### src/rtl/multiword_adder_sequencer.sv
// Multi-word add/subtract sequencer: drives one shared external 64-bit adder
// one word per cycle, rippling the carry through a register.
module multiword_adder_sequencer #(
    parameter int WORDS = 4
) (
    input  logic                clk,
    input  logic                rst_n,
    input  logic                in_valid,
    output logic                in_ready,
    input  logic [64*WORDS-1:0] op_a,
    input  logic [64*WORDS-1:0] op_b,
    input  logic                op_cin,
    input  logic                op_sub,
    output logic                out_valid,
    input  logic                out_ready,
    output logic [64*WORDS-1:0] res_sum,
    output logic                res_cout,
    output logic [63:0]         add_a,
    output logic [63:0]         add_b,
    output logic                add_cin,
    input  logic [63:0]         add_s,
    input  logic                add_cout
);

    localparam int W    = 64 * WORDS;
    localparam int IDXW = $clog2(WORDS);

    typedef enum logic [1:0] {
        IDLE = 2'd0,
        RUN  = 2'd1,
        DONE = 2'd2
    } state_t;

    state_t          state_reg;
    logic [IDXW-1:0] idx_reg;
    logic            carry_reg;
    logic [W-1:0]    a_reg;
    logic [W-1:0]    b_reg;

    logic [63:0]     a_words [WORDS];
    logic [63:0]     b_words [WORDS];
    logic            last_word;

    genvar gi;
    generate
        for (gi = 0; gi < WORDS; gi++) begin : g_words
            assign a_words[gi] = a_reg[gi*64 +: 64];
            assign b_words[gi] = b_reg[gi*64 +: 64];
        end
    endgenerate

    assign last_word = (idx_reg == IDXW'(WORDS - 1));

    // The adder only sees real operands while sequencing; otherwise it idles at zero.
    always_comb begin
        add_a   = '0;
        add_b   = '0;
        add_cin = 1'b0;
        if (state_reg == RUN) begin
            add_a   = a_words[idx_reg];
            add_b   = b_words[idx_reg];
            add_cin = carry_reg;
        end
    end

    always_ff @(posedge clk) begin
        if (!rst_n) begin
            state_reg <= IDLE;
            idx_reg   <= '0;
            carry_reg <= 1'b0;
            a_reg     <= '0;
            b_reg     <= '0;
            in_ready  <= 1'b1;
            out_valid <= 1'b0;
            res_sum   <= '0;
            res_cout  <= 1'b0;
        end else begin
            case (state_reg)
                IDLE: begin
                    if (in_valid) begin
                        // Subtraction is A + ~B + 1: invert B on capture, force carry-in.
                        a_reg     <= op_a;
                        b_reg     <= op_sub ? ~op_b : op_b;
                        carry_reg <= op_sub ? 1'b1 : op_cin;
                        idx_reg   <= '0;
                        in_ready  <= 1'b0;
                        state_reg <= RUN;
                    end
                end
                RUN: begin
                    res_sum[{idx_reg, 6'd0} +: 64] <= add_s;
                    carry_reg <= add_cout;
                    idx_reg   <= idx_reg + 1'b1;
                    if (last_word) begin
                        res_cout  <= add_cout;
                        out_valid <= 1'b1;
                        idx_reg   <= '0;
                        state_reg <= DONE;
                    end
                end
                DONE: begin
                    if (out_ready) begin
                        out_valid <= 1'b0;
                        in_ready  <= 1'b1;
                        state_reg <= IDLE;
                    end
                end
                default: begin
                    state_reg <= IDLE;
                    in_ready  <= 1'b1;
                    out_valid <= 1'b0;
                end
            endcase
        end
    end

endmodule

### config.mk
export PLATFORM = sky130hd
export DESIGN_NAME = multiword_adder_sequencer
export DESIGN_NICKNAME = d
export VERILOG_FILES = /design/src/rtl/multiword_adder_sequencer.sv
export SDC_FILE = /design/constraint.sdc
export NUM_CORES = 2
export LEC_CHECK = 0
export CORE_AREA = 10 10 370 372
export DETAILED_ROUTE_END_ITERATION = 8
export DIE_AREA = 0 0 380 382
export MAX_ROUTING_LAYER = met4
export SLEW_MARGIN = 20
export SYNTH_ARGS = -nofsm -noshare
export SYNTH_HDL_FRONTEND = slang
export SYNTH_SLANG_ARGS = --single-unit
### constraint.sdc
create_clock -name clk -period 8.3 [get_ports clk]
set_clock_uncertainty 0.1 [all_clocks]
set_input_delay 0.83 -clock clk [delete_from_list [all_inputs] [get_ports clk]]
set_output_delay 0.83 -clock clk [all_outputs]
set_load 0.005 [all_outputs]
# Yosys cells after proc, flatten, opt, wreduce, memory -nomap -nowiden
# Index checks and enable logic that the tools add are counted.
# word_totals
regBits	776
latchBits	0
mem_bits_rw	0
rom_bits	0
input_bits	583
output_inout_bits	388
word_cells	59
mem_count	0
# classes
n_addsub	2
multipliers	0
div	0
magnitude_cmp	1
n_eq_ne	6
shift	2
muxes	27
bitwise_logic	4
n_reduce_logical	8
# ops
cell	n
$mux 64	6
$bmux 64 s2	2
$bwmux 256	1
$mux 256	1
$not 256->256	1
$shift 64x10->256 const A	1
$shiftx 64x10->256	1
$mux 2	5
$neg 8->10	1
$reduce_and 3->1	3
$mux 1	7
$ne 2x2->1 const B	3
$pmux 1 s3	2
$pmux 2 s3	1
$reduce_and 2->1	3
$eq 2x2->1 const B	2
$pmux 2 s2	1
$ge 3x3->1 const B	1
$not 2->3	1
$add 2x1->2 const B	1
$eq 2x1->1 const B	1
$logic_not 2->1	1
$not 1->1	2
$pmux 1 s2	1
$reduce_bool 2->1	1

# Logic depth before layout (Yosys ltp)
# depth
ltp_word	5
ltp_mapped	9

# Least setup slack after synthesis
# No wires, ideal clock.
# synth_path
kind	reg2out
start	reg idx_reg[0]
end	out add_b[54]
arrival_time_ps	1739
required_time_ps	7370
slack_ps	5631
stages_incl_launch_ff	6
path_cell_list	dfxtp_1 > buf_4 > buf_2 > buf_4 > mux4_2 > and2_1
# synth_between
elab_chain_len	5
# synth_rtl
element	line	rtl
start: declaration	35	logic [IDXW-1:0] idx_reg;
start signal: assignment	93	idx_reg <= idx_reg + 1'b1;
$not 2->3 (not written as such)	61	add_b = b_words[idx_reg];
$bmux 64 s2	61	
$mux 64 (not written as such) (2 in a row)	61	
$mux 64	59	if (state_reg == RUN) begin
end: declaration	19	output logic [63:0] add_b,
# Every way passes these cells. The select of a mux whose other input is x is not followed.

# Worst setup path in the final report
# layout_path
start	reg state_reg[0]
end	out add_b[57]
# layout_between
elab_chain_len	2
# layout_rtl
element	line	rtl
start: declaration	34	state_t state_reg;
start signal: assignment	68	state_reg <= IDLE;
start signal: assignment	87	state_reg <= RUN;
start signal: assignment	98	state_reg <= DONE;
$eq 2x1->1	59	
$mux 64	59	
# Every way passes these cells.

==> impl_results.md <==
* Setup Fix Bufs, Post-CTS at 0
* Avg Inst Size Synth at 9.558 um^2
* CP Data Required Time at 7.37 ns
* Total routed wirelength at ~150 mm
* Synth area leaders: dfxtp_1, mux4_2, xnor2_1
* Clock Latency Late Sink at 0.67 ns
* Most used cell, CP: buf_4
* Port Buffer Count at just under 1k
* Post-CTS Hold Buffers at 0
* Worst Tran Pin Value at 1.117 ns
* Number of antenna-violating nets in the routed design at 0
* TNS Setup at 0 ns
* CTS tree: built
* Top delay family on crit path: buffers and inverters
* Worst Path Arrival at 3.79 ns
* Hold_ws at 0.3490 ns
* Synth Warn # at 0
* Hold EP: a_reg[253]
* Sequential element share of the synthesized area at about half
* Row cnt at 132
* GRT Total Usage at 19.59%
* Chip width at 380 um
* Worst Reg2Reg Path Length in Cells at 5
* CP Cell Sequence: nor2b_4 > buf_4 > buf_4 > and2_1 > clkdlybuf4s50_1
* Top FF cell, synth: dfxtp_1
* Post-synth EDFFs at 0
* TritonCTS Buffers at just over 90
* Register area at 15540 um^2
* DP HPWL at 108.1 mm
* Number of global-route vias before repair at between 20k and 30k
* Clk slew on worst S/H paths at 0.06 ns
* RSZ-0062 raised after global routing: false
* Syn Nets at 3955
* Pre-antenna DRT Iters at 5
* DRT iter0 DRCs at around 2.2k
* I/O Pins at roughly 970
* Worst path depth at 5
* # fillers at 13.17k
* First-pass GRT wire length at 205.9 mm
* Cell taking the most area after synthesis: dfxtp_1
* Fmax at ~0.21 GHz
* Post-Synthesis Cell Area at between 30000 and 40000 um^2
* CP bufs+invs at 3
* CTS sink cnt at 776
* R2R Path Start: state_reg[0]
* Largest net degree at the start of global routing at 218
* Grt ovf at 0
* Chip height at between 300 and 400 um
* Final GP Congestion at 0.9010
* Full die area at 145200 um^2
* R2r endpoint: b_reg[117]
* Cells after synthesis at 3366
* Clock buffer depth at 3
* P per Cell Area at 206.1 nW/um^2
* Placed Instances at approximately 5.8k
* Flop-to-flop setup slack at 5.13 ns
* Cells resized by post-CTS repair at 0
* Max Fanout on Critical Path at 82
* Worst Setup End Kind: output pin
* Routed via count at 28.56k
* Crit path time final at 4.725 ns
* Avg WL per Cell at 24.42 um
* Layout area overhead at 43.07%
* Register bit total from synthesis at around 780
* Core ar. at 129200 um^2
* Pins Over Slew Limit at 0
* H-tree Lvls at 3
* Synth top area share at 48.28%
* Worst path max stage delay at roughly 0.76 ns
* Via-to-Cell Ratio at 4.768
* Maximum Capacitance Violations at 0
* Initial Util at 24.91%
* HP Start: a_reg[253]
* Area of the multi-input gates at 15130 um^2
* Fin crit share at a little under three fifths
* Final setup violating endpoints at 0
* Hold path depth at 2
* Yosys cell types at 36
* Max-Slew Margin vs Limit at 25.54%
* Status: finished clean
* Final nets at 4733
* Root buffer cell: clkbuf_16
* DRC at 0
* Share of cells above drive strength 1 at 7.638%
* Share of flip-flops with an asynchronous set or reset at 0%
* Worst path slowest cell: buf_4
* Maximum resistive drop on vdd at 166.6 uV
* Startpoint types: flip-flop
* Finished Layout Cells at between 5k and 6k
* Final Hold Viols at 0
* Worst hold path class: reg2reg
* Initial antenna violation count at 40
* Crit Path Class: reg2out
* LEAKAGE at 15.94 nW
==> how the worst max path moves through the flow <==
stage / end / startpoint / slack (ns)
finish: add_b[57] / state_reg[0] / 3.58
global route: add_a[60] / state_reg[0] / 3.33
CTS: add_a[37] / state_reg[0] / 3.49
detailed placement: add_a[62] / state_reg[0] / 4.28
global placement: add_a[53] / state_reg[0] / 4.30
floorplan: add_b[54] / idx_reg[0] / 5.63
==> routing by layer <==
metal | vias up | track usage [%] | wire, um
li1 | 13349 | - | -
met1 | 14059 | 23.86 | 61780
met2 | 995 | 32.12 | 71780
met3 | 161 | 4.782 | 9398
met4 | 0 | 5.552 | 3356
met5 | - | - | 0
==> worst register-to-register path, stage by stage, from the launching register on <==
cell,delay [ns]
dfxtp_1,0.47
nor3b_4,0.57
buf_12,0.50
buf_12,0.81
nor2_1,0.38
a211oi_1,0.25
==> cells by family after synthesis <==
| logic type | count (synthesis) | synth area share, % |
|---|---|---|
| xor+xnor | 256 | 6.969 |
| compound gates | 782 | 16.33 |
| flops | 776 | 48.28 |
| buf+inv | 326 | 4.822 |
| simple gates | 1092 | 14.40 |
| fa+ha+maj | 6 | 0.2333 |
| mux | 128 | 8.960 |
==> report_power, final <==
group	total [mW]	leakage (nW)	internal (mW)	switching, mW
logic	1.36	8.11	0.685	0.671
registers	4.08	6.36	3.94	0.140
clock network	4.05	1.48	2.34	1.71
==> cell usage after synthesis (2+ instances only) <==
| cell type | instances |
|---|---|
| a211oi_1 | 256 |
| a21oi_1 | 264 |
| a22o_1 | 128 |
| a2bb2oi_1 | 2 |
| a32oi_1 | 56 |
| and2_1 | 130 |
| buf_1 | 13 |
| buf_2 | 163 |
| buf_4 | 5 |
| buf_6 | 14 |
| clkbuf_1 | 127 |
| dfxtp_1 | 776 |
| ha_1 | 6 |
| inv_1 | 2 |
| inv_2 | 2 |
| mux4_2 | 128 |
| nand2_1 | 550 |
| nand2b_1 | 3 |
| nand3_1 | 77 |
| nand3b_1 | 3 |
| nor2_1 | 316 |
| nor2b_1 | 2 |
| nor4_4 | 2 |
| o21ai_0 | 73 |
| o21ai_1 | 2 |
| xnor2_1 | 256 |
==> per-stage QoR <==
step	setup WS (ns)	power, mW	instance area (um^2)	utilization [%]
6_report	3.576	9.488	46030	35.64
2_1_floorplan	5.631	4.840	32170	-
3_5_place_dp	4.277	5.520	42940	33.25
3_3_place_gp	4.302	5.506	42940	33.25
5_1_grt	3.327	9.863	46020	35.64
4_1_cts	3.488	9.596	45950	35.58
==> cell type report <==
cell class	instances	share of cell area, %
diodes	33	0.1794
clock buffers	139	5.910
clock inverters	28	0.6225
inverters	4	0.04893
multi-input cells	2264	32.88
flip-flops and latches	776	33.77
well taps	1742	4.735
repair buffers	1005	21.86
==> layout by cell type, fill, tap and decap left out, types with 93 or more instances in the layout <==
cell type | Yosys | routed
a211oi_1 | 256 | 256
a21oi_1 | 264 | 262
a22o_1 | 128 | 128
and2_1 | 130 | 130
clkbuf_16 | 0 | 93
clkdlybuf4s50_1 | 0 | 968
dfxtp_1 | 776 | 774
mux4_2 | 128 | 128
nand2_1 | 550 | 550
nor2_1 | 316 | 316
xnor2_1 | 256 | 256
Power figures use the tool's default switching activity.
